$ cat src/rtl/ram_arbiter_if.sv
// Requester-side handshake bundle for one ram_arbiter port.
// The requester drives req/we/addr/wdata. The arbiter returns gnt/rvalid/rdata.
interface ram_arbiter_if #(
  parameter int ADDR_W = 16,
  parameter int DATA_W = 16
) ();

  logic              req;
  logic              we;
  logic [ADDR_W-1:0] addr;
  logic [DATA_W-1:0] wdata;
  logic              gnt;
  logic              rvalid;
  logic [DATA_W-1:0] rdata;

  modport master (
    output req, we, addr, wdata,
    input  gnt, rvalid, rdata
  );

  modport slave (
    input  req, we, addr, wdata,
    output gnt, rvalid, rdata
  );

endinterface

$ cat src/rtl/ram_arbiter.sv
// Serialises CPU (port 0) and loader (port 1) accesses onto one synchronous-read RAM.
// Define RAM_ARB_RR_EN for round-robin tie-breaking; otherwise port 0 wins every tie.
module ram_arbiter #(
  parameter int ADDR_W = 16,
  parameter int DATA_W = 16
) (
  input  logic              clk,
  input  logic              rst,
  ram_arbiter_if.slave      m0,
  ram_arbiter_if.slave      m1,
  output logic              ram_en,
  output logic              ram_we,
  output logic [ADDR_W-1:0] ram_addr,
  output logic [DATA_W-1:0] ram_wdata,
  input  logic [DATA_W-1:0] ram_rdata,
  output logic              busy
);

  typedef enum logic [1:0] {
    IDLE  = 2'd0,
    ISSUE = 2'd1,
    WAIT  = 2'd2
  } state_t;

  state_t            state;
  state_t            state_nxt;
  logic              owner;       // 0 = m0, 1 = m1
  logic              last_owner;
  logic              op_we;
  logic              any_req;
  logic              tie_pick;
  logic              pick;
  logic              rvalid0_q;
  logic              rvalid1_q;
  logic [DATA_W-1:0] rdata0_q;
  logic [DATA_W-1:0] rdata1_q;

  assign any_req = m0.req | m1.req;

`ifdef RAM_ARB_RR_EN
  assign tie_pick = ~last_owner;
`else
  logic unused_last_owner;
  assign tie_pick          = 1'b0;
  assign unused_last_owner = last_owner;
`endif

  // NOTE: every always_comb output gets a default first so no path can infer a latch.
  always_comb begin
    pick = 1'b0;
    if (m0.req && m1.req) pick = tie_pick;
    else if (m1.req)      pick = 1'b1;
  end

  // NOTE: sequential state uses non-blocking assignments so all registers update together.
  always_ff @(posedge clk) begin
    if (rst) state <= IDLE;
    else     state <= state_nxt;
  end

  always_comb begin
    state_nxt = state;
    unique case (state)
      IDLE:    if (any_req) state_nxt = ISSUE;
      ISSUE:   state_nxt = op_we ? IDLE : WAIT;
      WAIT:    state_nxt = IDLE;
      default: state_nxt = IDLE;
    endcase
  end

  // The winner's request is captured in IDLE, so later changes on req/addr are ignored.
  always_ff @(posedge clk) begin
    if (rst) begin
      owner      <= 1'b0;
      last_owner <= 1'b1;
      op_we      <= 1'b0;
      ram_addr   <= '0;
      ram_wdata  <= '0;
    end else begin
      if (state == IDLE && any_req) begin
        owner     <= pick;
        op_we     <= pick ? m1.we    : m0.we;
        ram_addr  <= pick ? m1.addr  : m0.addr;
        ram_wdata <= pick ? m1.wdata : m0.wdata;
      end
      if (state == ISSUE) last_owner <= owner;
    end
  end

  // Read data is on ram_rdata during WAIT. It is latched per port so each port keeps its last read.
  always_ff @(posedge clk) begin
    if (rst) begin
      rvalid0_q <= 1'b0;
      rvalid1_q <= 1'b0;
      rdata0_q  <= '0;
      rdata1_q  <= '0;
    end else begin
      rvalid0_q <= (state == WAIT) && !owner;
      rvalid1_q <= (state == WAIT) &&  owner;
      if (state == WAIT && !owner) rdata0_q <= ram_rdata;
      if (state == WAIT &&  owner) rdata1_q <= ram_rdata;
    end
  end

  always_comb begin
    ram_en = 1'b0;
    ram_we = 1'b0;
    m0.gnt = 1'b0;
    m1.gnt = 1'b0;
    busy   = (state != IDLE);
    if (state == ISSUE) begin
      ram_en = 1'b1;
      ram_we = op_we;
      m0.gnt = ~owner;
      m1.gnt = owner;
    end
  end

  assign m0.rvalid = rvalid0_q;
  assign m1.rvalid = rvalid1_q;
  assign m0.rdata  = rdata0_q;
  assign m1.rdata  = rdata1_q;

endmodule

$ cat src/flat_wrapper.sv
// flat-port wrapper written by rule: the top's interface ports become plain ports
module ram_arbiter_flat 
#(
  parameter int ADDR_W = 16,
  parameter int DATA_W = 16
)
  (clk, rst, ram_en, ram_we, ram_addr, ram_wdata, ram_rdata, busy, m0_req, m0_we, m0_addr, m0_wdata, m0_gnt, m0_rvalid, m0_rdata, m1_req, m1_we, m1_addr, m1_wdata, m1_gnt, m1_rvalid, m1_rdata);
  ram_arbiter_if #(.ADDR_W(ADDR_W), .DATA_W(DATA_W)) m0_i ();
  ram_arbiter_if #(.ADDR_W(ADDR_W), .DATA_W(DATA_W)) m1_i ();
  input  logic clk;
  input  logic rst;
  output logic ram_en;
  output logic ram_we;
  output logic [ADDR_W-1:0] ram_addr;
  output logic [DATA_W-1:0] ram_wdata;
  input  logic [DATA_W-1:0] ram_rdata;
  output logic busy;
  input wire logic [$bits(m0_i.req)-1:0] m0_req;
  input wire logic [$bits(m0_i.we)-1:0] m0_we;
  input wire logic [$bits(m0_i.addr)-1:0] m0_addr;
  input wire logic [$bits(m0_i.wdata)-1:0] m0_wdata;
  output wire logic [$bits(m0_i.gnt)-1:0] m0_gnt;
  output wire logic [$bits(m0_i.rvalid)-1:0] m0_rvalid;
  output wire logic [$bits(m0_i.rdata)-1:0] m0_rdata;
  input wire logic [$bits(m1_i.req)-1:0] m1_req;
  input wire logic [$bits(m1_i.we)-1:0] m1_we;
  input wire logic [$bits(m1_i.addr)-1:0] m1_addr;
  input wire logic [$bits(m1_i.wdata)-1:0] m1_wdata;
  output wire logic [$bits(m1_i.gnt)-1:0] m1_gnt;
  output wire logic [$bits(m1_i.rvalid)-1:0] m1_rvalid;
  output wire logic [$bits(m1_i.rdata)-1:0] m1_rdata;
  assign m0_i.req = m0_req;
  assign m0_i.we = m0_we;
  assign m0_i.addr = m0_addr;
  assign m0_i.wdata = m0_wdata;
  assign m0_gnt = m0_i.gnt;
  assign m0_rvalid = m0_i.rvalid;
  assign m0_rdata = m0_i.rdata;
  assign m1_i.req = m1_req;
  assign m1_i.we = m1_we;
  assign m1_i.addr = m1_addr;
  assign m1_i.wdata = m1_wdata;
  assign m1_gnt = m1_i.gnt;
  assign m1_rvalid = m1_i.rvalid;
  assign m1_rdata = m1_i.rdata;
  ram_arbiter #(.ADDR_W(ADDR_W), .DATA_W(DATA_W)) u_core (.clk(clk), .rst(rst), .m0(m0_i), .m1(m1_i), .ram_en(ram_en), .ram_we(ram_we), .ram_addr(ram_addr), .ram_wdata(ram_wdata), .ram_rdata(ram_rdata), .busy(busy));
endmodule
$ cat config.mk
export PLATFORM = sky130hd
export DESIGN_NAME = ram_arbiter_flat
export DESIGN_NICKNAME = d
export VERILOG_FILES = /design/src/rtl/ram_arbiter_if.sv /design/src/rtl/ram_arbiter.sv /design/src/flat_wrapper.sv
export SDC_FILE = /design/constraint.sdc
export NUM_CORES = 1
export LEC_CHECK = 0
export BUFFER_PORTS_ARGS = -buffer_cell sky130_fd_sc_hd__buf_2
export CAP_MARGIN = 10
export CORE_UTILIZATION = 44
export DETAILED_ROUTE_END_ITERATION = 6
export GPL_ROUTABILITY_DRIVEN = 1
export PLACE_DENSITY = 0.77
export SETUP_SLACK_MARGIN = 0.02
export SYNTH_ARGS = -nofsm -noshare
export SYNTH_HDL_FRONTEND = slang
export SYNTH_SLANG_ARGS = --single-unit
$ cat constraint.sdc
create_clock -name clk -period 1.7 [get_ports clk]
set_input_delay 0.17 -clock clk [delete_from_list [all_inputs] [get_ports clk]]
set_output_delay 0.17 -clock clk [all_outputs]
set_load 0.02 [all_outputs]
==> out/metrics.cfg, run 1 <==
[power]
power_density_nw_per_um2 = 1073
p_total_mw = 4.165
ir_drop_mv = 0.5951
leakagePower_nw = 1.833

[routing]
wirelength_mm = 7.525
drcViolationCount = 0
drtIter0Drc = 141
antenna_left = 0
firstDrtPassIters = 4
drt-wirelength-per-cell_um = 12.97
vias = 2967
viasPerCell = 5.116

[sta]
grt_setup_unrepaired = false
setup_tns_ns = 0
max_clock_freq_mhz = 673.7
clock_skew_ns = 0.007338
final.min_clock_period_ns = 1.484
max-slew-margin-rel_pct = 63.89
final-hold-violation-count = 0
max_slew.worst_pin.slew_ns = 0.5416
fin_crit_sh_pct = 87.31
maxSlewViolCount = 0
setup_viol = 0

[worst_setup_path]
critical_path_required_ns = 1.53
path_buf_inv = 2
max_stage_delay_ns = 0.43
path_class = flip-flop to output port
ff2ff_setup_slack_ns = 0.29
slowest_stage = dfxtp_1
end_kind = output port
crit_family = flip-flops
start_kind = flip-flop
crit_fanout = 6
cp_cell_sequence = nand2b_1 -> inv_1 -> and2_1 -> buf_2
arrival_ns = 1.31

[cells_and_area]
fin_util_pct = 64.39
fin_nets = 586
layout_commonest_cell = buf_2
drive_above_1_share_pct = 37.62
fillers = 548
n_antenna_cell = 0
syn_to_final_growth_pct = 38.31
final_cell_mix = 156 x buf_2, 131 x nand2_1, 70 x dfxtp_1

[placement]
post-dp-hpwl_mm = 5.245
gp_congestion = 0.7055
portBuffers = 156

[clock_network]
cts_tree = yes
cts_buffer_depth = 2
clkTransAtPathRegs_ns = 0.08
numCtsBuffers = 9
insertion_delay_ns = 0.33
clk_root_buffer_cell = clkbuf_8
post_cts_resized = 0
hold_buffers = 0
cts.sinks = 70
cts-htree-levels = 3
cts_setup_buffers = 0

[yosys]
synthDistinctLibCells = 22
synthArstFlopShare_pct = 0
ys_ff_latch = 70
synth-seq-area-share_pct = 49.96
syn_area_um2 = 2805
synth_edf_count = 0
synth_nets = 439
synth_cells = 353
synth_flop_cell = dfxtp_1
yosysWarnings = 0
syn_area_per_cell_um2 = 7.947

[floorplan]
die_h_um = 81.85
die_w_um = 81.85
start_util_pct = 46.55
core_area_um2 = 6026
rows = 28
pin_count = 157
dieArea_um2 = 6699

[grt]
globalRouteOverflowTotal = 0
grt_pass1_wl_mm = 11.68
antenna_found_initial = 0
grt_max_degree = 71
grt_pass1_vias = 2660
track_usage_pct = 22.66

[run]
drv_cap = 0

[worst_hold_path]
hp-class = primary input to flip-flop

[outcome]
outcome = complete, no violations

==> stage by stage <==
stage / instance area, µm² / setup slack [ns] / hold WS (ns) / cells
detailed placement: 3635 / 0.2929 / 0.4279 / 564
global placement: 3635 / 0.3428 / 0.4242 / 564
global route: 3880 / 0.1161 / 0.06769 / 580
CTS: 3880 / 0.1962 / 0.06217 / 580
floorplan: 2805 / 0.4401 / 0.3060 / 353
finish: 3880 / 0.2157 / 0.08013 / 580
==> tightest hold or removal path, delay by kind of cell <==
family	cells	cell delay (ns)
compound gates	1	0.05
simple gates	1	0.05
buf+inv	1	0.10
==> flip-flops by register name, summed over array words and instances (netlist names) <==
signal / count
u_core.m0.rvalid: 1
u_core.m1.rvalid: 1
u_core.ram_wdata: 16
u_core.owner: 1
u_core.op_we: 1
u_core.m1.rdata: 16
u_core.ram_addr: 16
u_core.m0.rdata: 16
u_core.state: 2
==> logic make-up (layout without fill, tap and decap cells) <==
| kind of cell | count (synthesis) | in the layout | synth area share [%] |
|---|---|---|---|
| AOI/OAI and AO/OA | 100 | 100 | 22.26 |
| buffers and inverters | 34 | 186 | 6.066 |
| and+or+nand+nor | 149 | 149 | 21.72 |
| DFF | 70 | 70 | 49.96 |
==> power by group <==
| group | total [mW] | internal [mW] | switching, mW | leakage (nW) |
|---|---|---|---|---|
| clock | 1.61 | 0.982 | 0.630 | 0.124 |
| sequential | 1.82 | 1.75 | 0.0631 | 0.574 |
| combinational | 0.736 | 0.285 | 0.451 | 1.14 |
==> cell type report <==
type,instances,area (µm²),area share [%]
Sequential cell,70,1401,36.12
Inverter,2,7.507,0.1935
Timing Repair Buffer,168,895.9,23.09
Tap cell,75,93.84,2.419
Clock inverter,7,121.4,3.128
Multi-Input combinational cell,249,1236,31.86
Clock buffer,9,123.9,3.193
==> per-layer routing <==
layer	routed length, µm	track usage, %	part of all wire (%)
met5	0	0	0
met4	92	9.123	1.2
met3	555	5.667	7.4
met2	3602	39.09	48
met1	3274	26.65	44
==> cells in the mapped netlist (2+ instances only) <==
cell type / instances / area [µm²]
a21oi_1: 66 / 330.3
a311oi_1: 33 / 289.0
and2_1: 2 / 12.51
buf_2: 22 / 110.1
buf_6: 2 / 22.52
clkbuf_1: 8 / 30.03
dfxtp_1: 70 / 1401
nand2_1: 131 / 491.7
nand2b_1: 2 / 12.51
nor2_1: 4 / 15.01
nor3_1: 2 / 10.01
==> worst paths after layout <==
path                                    startpoint  cells past startpoint                  end
worst max-delay path               u_core.state[1]                      4               ram_we
worst min-delay path                  ram_rdata[1]                      3   u_core.m1.rdata[1]
worst max register to register     u_core.state[1]                      3  u_core.m0.rdata[11]
worst min register to register  u_core.m1.rdata[9]                      2   u_core.m1.rdata[9]
No activity file was read; power rests on OpenSTA's default activity.
==> run 2: changes to the inputs <==
--- a/config.mk
+++ b/config.mk
@@ -7,10 +7,11 @@
 export LEC_CHECK = 0
 export BUFFER_PORTS_ARGS = -buffer_cell sky130_fd_sc_hd__buf_2
 export CAP_MARGIN = 10
+export CORE_ASPECT_RATIO = 1.25
 export CORE_UTILIZATION = 44
 export DETAILED_ROUTE_END_ITERATION = 6
 export GPL_ROUTABILITY_DRIVEN = 1
-export PLACE_DENSITY = 0.77
+export PLACE_DENSITY = 0.83
 export SETUP_SLACK_MARGIN = 0.02
 export SYNTH_ARGS = -nofsm -noshare
 export SYNTH_HDL_FRONTEND = slang
==> run 2 against run 1 <==
  * Die area about the same
  * First-iteration DRC count decreased by 12%
  * Sequential cell count is the same
  * Sequential power about the same
  * Via count increased by 0.40%
  * Critical path type unchanged
  * Largest power group unchanged
==> out/metrics.cfg, run 2 (synthesis gave the netlist of run 1 again) <==
[clock_network]
hold_buffers = 0
cts.sinks = 70
post_cts_resized = 0
insertion_delay_ns = 0.34
cts_setup_buffers = 0
clkTransAtPathRegs_ns = 0.08
cts_tree = yes
clk_root_buffer_cell = clkbuf_8
numCtsBuffers = 9
cts-htree-levels = 3
cts_buffer_depth = 2

[sta]
final.min_clock_period_ns = 1.484
clock_skew_ns = 0.006320
fin_crit_sh_pct = 87.31
fin_hold_ws_ns = 0.07641
maxSlewViolCount = 0
max_slew.worst_pin.slew_ns = 0.5918
setup_tns_ns = 0
grt_setup_unrepaired = false
max_clock_freq_mhz = 673.8
final-hold-violation-count = 0
setup_viol = 0
max-slew-margin-rel_pct = 60.54

[outcome]
outcome = complete, no violations

[cells_and_area]
fin_area_um2 = 3872
drive_above_1_share_pct = 37.25
syn_to_final_growth_pct = 38.05
final_cell_mix = 156 x buf_2, 131 x nand2_1, 70 x dfxtp_1
n_antenna_cell = 0
layout_commonest_cell = buf_2
fin_nets = 583

[grt]
grt_pass1_wl_mm = 12.32
grt_max_degree = 71
track_usage_pct = 23.71
antenna_found_initial = 0
grt_pass1_vias = 2810
globalRouteOverflowTotal = 0

[placement]
place_area_um2 = 3650
post-dp-hpwl_mm = 5.395
gp_congestion = 0.8273
portBuffers = 156

[worst_setup_path]
arrival_ns = 1.31
path_class = flip-flop to output port
crit_fanout = 6
critical_path_required_ns = 1.53
end_kind = output port
start_kind = flip-flop

[routing]
antenna_left = 0
drcViolationCount = 0
vias = 2979
drt-wirelength-per-cell_um = 12.97
drtIter0Drc = 124
wirelength_mm = 7.614
firstDrtPassIters = 4
viasPerCell = 5.075

[power]
leakagePower_nw = 1.813
power_density_nw_per_um2 = 1046
ir_drop_mv = 0.6308

[worst_hold_path]
hp-class = primary input to flip-flop

[floorplan]
pin_count = 157
die_w_um = 73.42
dieArea_um2 = 6701
start_util_pct = 45.50
rows = 32
core_area_um2 = 6166
die_h_um = 91.27

[run]
drv_cap = 0

==> run 2: cell count changes in the layout (fill, tap and decap cells not counted), sizes merged <==
cell      before  now
bufinv         3    2
buf          168  165
clkbuf         9   10
clkinvlp       0    2
inv            3    2
clkinv         3    2
==> run 2: worst paths after layout <==
path | from | to | slack (ns) | depth (start not counted)
setup / recovery | u_core.state[1] | ram_we | 0.22 | 4
hold reg to reg | u_core.m1.rdata[4] | u_core.m1.rdata[4] | 0.45 | 2
setup reg to reg | u_core.state[1] | u_core.m0.rdata[10] | 0.27 | 3
hold / removal | ram_rdata[1] | u_core.m0.rdata[1] | 0.08 | 3
==> run 2: metal layers <==
layer | track usage, % | vias to the layer above | routed length [µm]
li1 | - | 1499 | -
met1 | 26.48 | 1336 | 3288
met2 | 41.28 | 130 | 3599
met3 | 6.104 | 14 | 571
met4 | 10.74 | 0 | 154
met5 | 0 | - | 0
==> run 2: report_power, final <==
part / switching (mW) / total [mW] / internal (mW)
clock: 0.620 / 1.48 / 0.860
sequential: 0.0643 / 1.82 / 1.75
combinational: 0.456 / 0.750 / 0.294
total: 1.14 / 4.05 / 2.91
==> run 2: area by class of cell <==
cell class | instances | area [µm²]
inverters | 2 | 7.507
flip-flops and latches | 70 | 1401
repair buffers | 165 | 898.4
clock inverters | 6 | 85.08
fillers | 567 | 2293
clock buffers | 10 | 137.6
multi-input cells | 249 | 1236
well taps | 85 | 106.4
==> run 2: metrics by stage <==
step                instances  setup slack (ns)  power, mW  utilization (%)
floorplan                 353            0.4401      2.304                -
global placement          571            0.3603      2.592            59.19
detailed placement        571            0.2885      2.608            59.19
CTS                       587            0.1928      4.083            62.80
global route              587           0.08252      4.239            62.80
finish                    587            0.2158      4.049            62.80
==> run 2: worst max-delay path, stage by stage, from the launching register on <==
cell	delay, ns
dfxtp_1	0.44
nand2b_1	0.18
inv_1	0.07
and2_1	0.15
buf_2	0.15
==> run 3: changes to the inputs <==
--- a/config.mk
+++ b/config.mk
@@ -11,6 +11,7 @@
 export CORE_UTILIZATION = 44
 export DETAILED_ROUTE_END_ITERATION = 6
 export GPL_ROUTABILITY_DRIVEN = 1
+export MAX_ROUTING_LAYER = met4
 export PLACE_DENSITY = 0.83
 export SETUP_SLACK_MARGIN = 0.02
 export SYNTH_ARGS = -nofsm -noshare
==> run 3 against run 2 <==
  * Clock skew rose by 0.00094 ns
  * Highest routed layer unchanged
  * First-iteration DRC count fell by 1.6%
  * Sequential power barely moved
  * Count of clock-buffer cells in the layout did not move
  * Register-to-register slack barely moved
  * Die area did not move
  * Total power barely moved
  * Sequential cell count did not move
  * Critical path depth did not move
==> out/metrics.cfg, run 3 (synthesis gave the netlist of run 1 again) <==
[worst_setup_path]
arrival_ns = 1.31
end_kind = output port
cp_cell_sequence = nand2b_1 -> inv_1 -> and2_1 -> buf_2
start_kind = flip-flop
slowest_stage = dfxtp_1
path_class = flip-flop to output port
critical_path_required_ns = 1.53
max_stage_delay_ns = 0.44
crit_fanout = 6

[clock_network]
cts_setup_buffers = 0
cts-htree-levels = 3
numCtsBuffers = 9
cts_tree = yes
cts.sinks = 70
clk_root_buffer_cell = clkbuf_8
post_cts_resized = 0
clkTransAtPathRegs_ns = 0.08
insertion_delay_ns = 0.34
cts_buffer_depth = 2
hold_buffers = 0

[cells_and_area]
multi_input_area_um2 = 1236
fillers = 567
drive_above_1_share_pct = 37.25
fin_nets = 583
final_cell_mix = 156 x buf_2, 131 x nand2_1, 70 x dfxtp_1
layout_commonest_cell = buf_2
syn_to_final_growth_pct = 38.05
regArea_um2 = 1401
fin_util_pct = 62.80
n_antenna_cell = 0
final_cells = 587

[routing]
viasPerCell = 5.080
drt-wirelength-per-cell_um = 12.97
antenna_left = 0
drtIter0Drc = 122
drcViolationCount = 0
vias = 2982
wirelength_mm = 7.614
firstDrtPassIters = 4

[run]
drv_cap = 0

[sta]
max-slew-margin-rel_pct = 60.61
setup_viol = 0
setup_tns_ns = 0
final-hold-violation-count = 0
max_clock_freq_mhz = 673.7
final.min_clock_period_ns = 1.484
fin_hold_ws_ns = 0.07804
maxSlewViolCount = 0
max_slew.worst_pin.slew_ns = 0.5909
fin_crit_sh_pct = 87.32
grt_setup_unrepaired = false
clock_skew_ns = 0.007264

[floorplan]
pin_count = 157
core_area_um2 = 6166
dieArea_um2 = 6701
start_util_pct = 45.50
rows = 32
die_h_um = 91.27
die_w_um = 73.42

[power]
ir_drop_mv = 0.6283
power_density_nw_per_um2 = 1045
leakagePower_nw = 1.813

[placement]
numPlacedInstances = 571
portBuffers = 156
post-dp-hpwl_mm = 5.395
gp_congestion = 0.8399

[grt]
track_usage_pct = 24.37
grt_max_degree = 71
antenna_found_initial = 0
globalRouteOverflowTotal = 0
grt_pass1_wl_mm = 12.32
grt_pass1_vias = 2812

[worst_hold_path]
hp-class = primary input to flip-flop

[outcome]
outcome = complete, no violations

==> run 3: cell counts in the layout (fill, tap and decap cells not counted) <==
No cell type changed its count.
==> run 3: critical path: cells and delay by family, from the launching register on <==
kind,cells,cell delay [ns]
AND/OR/NAND/NOR,2,0.33
flip-flops,1,0.44
buffers and inverters,2,0.22
==> run 3: where the power goes <==
group          switching (mW)  internal [mW]  leakage, nW
Clock                   0.621          0.861        0.108
Sequential             0.0640           1.75        0.574
Combinational           0.455          0.294         1.13
Total                    1.14           2.91         1.81
==> run 3: per-stage QoR <==
step | area (µm²) | setup slack, ns | power [mW]
after global routing | 3872 | 0.08252 | 4.239
after global placement | 3650 | 0.3603 | 2.592
after CTS | 3872 | 0.1928 | 4.083
after floorplan | 2805 | 0.4401 | 2.304
final | 3872 | 0.2156 | 4.048
after detailed placement | 3650 | 0.2885 | 2.608
==> run 3: final cells by class <==
cell class              instances  share of cell area (%)
flip-flops and latches         70                   36.19
repair buffers                165                   23.20
multi-input cells             249                   31.92
clock buffers                  10                   3.554
clock inverters                 6                   2.197
well taps                      85                   2.746
inverters                       2                  0.1939
==> run 3: layer usage <==
metal | GRT usage [%] | share of wire, %
met2 | 41.28 | 48
met3 | 5.216 | 6.9
met4 | 10.74 | 1.5
met1 | 27.04 | 43
met5 | - | 0
==> run 3: path summary, 6_finish.rpt <==
path | start | to | slack (ns) | cells after the start
worst max register to register | u_core.state[1] | u_core.m0.rdata[10] | 0.27 | 3
worst max-delay path | u_core.state[1] | ram_we | 0.22 | 4
worst min register to register | u_core.m1.rdata[4] | u_core.m1.rdata[4] | 0.45 | 2
worst min-delay path | ram_rdata[1] | u_core.m0.rdata[1] | 0.08 | 3
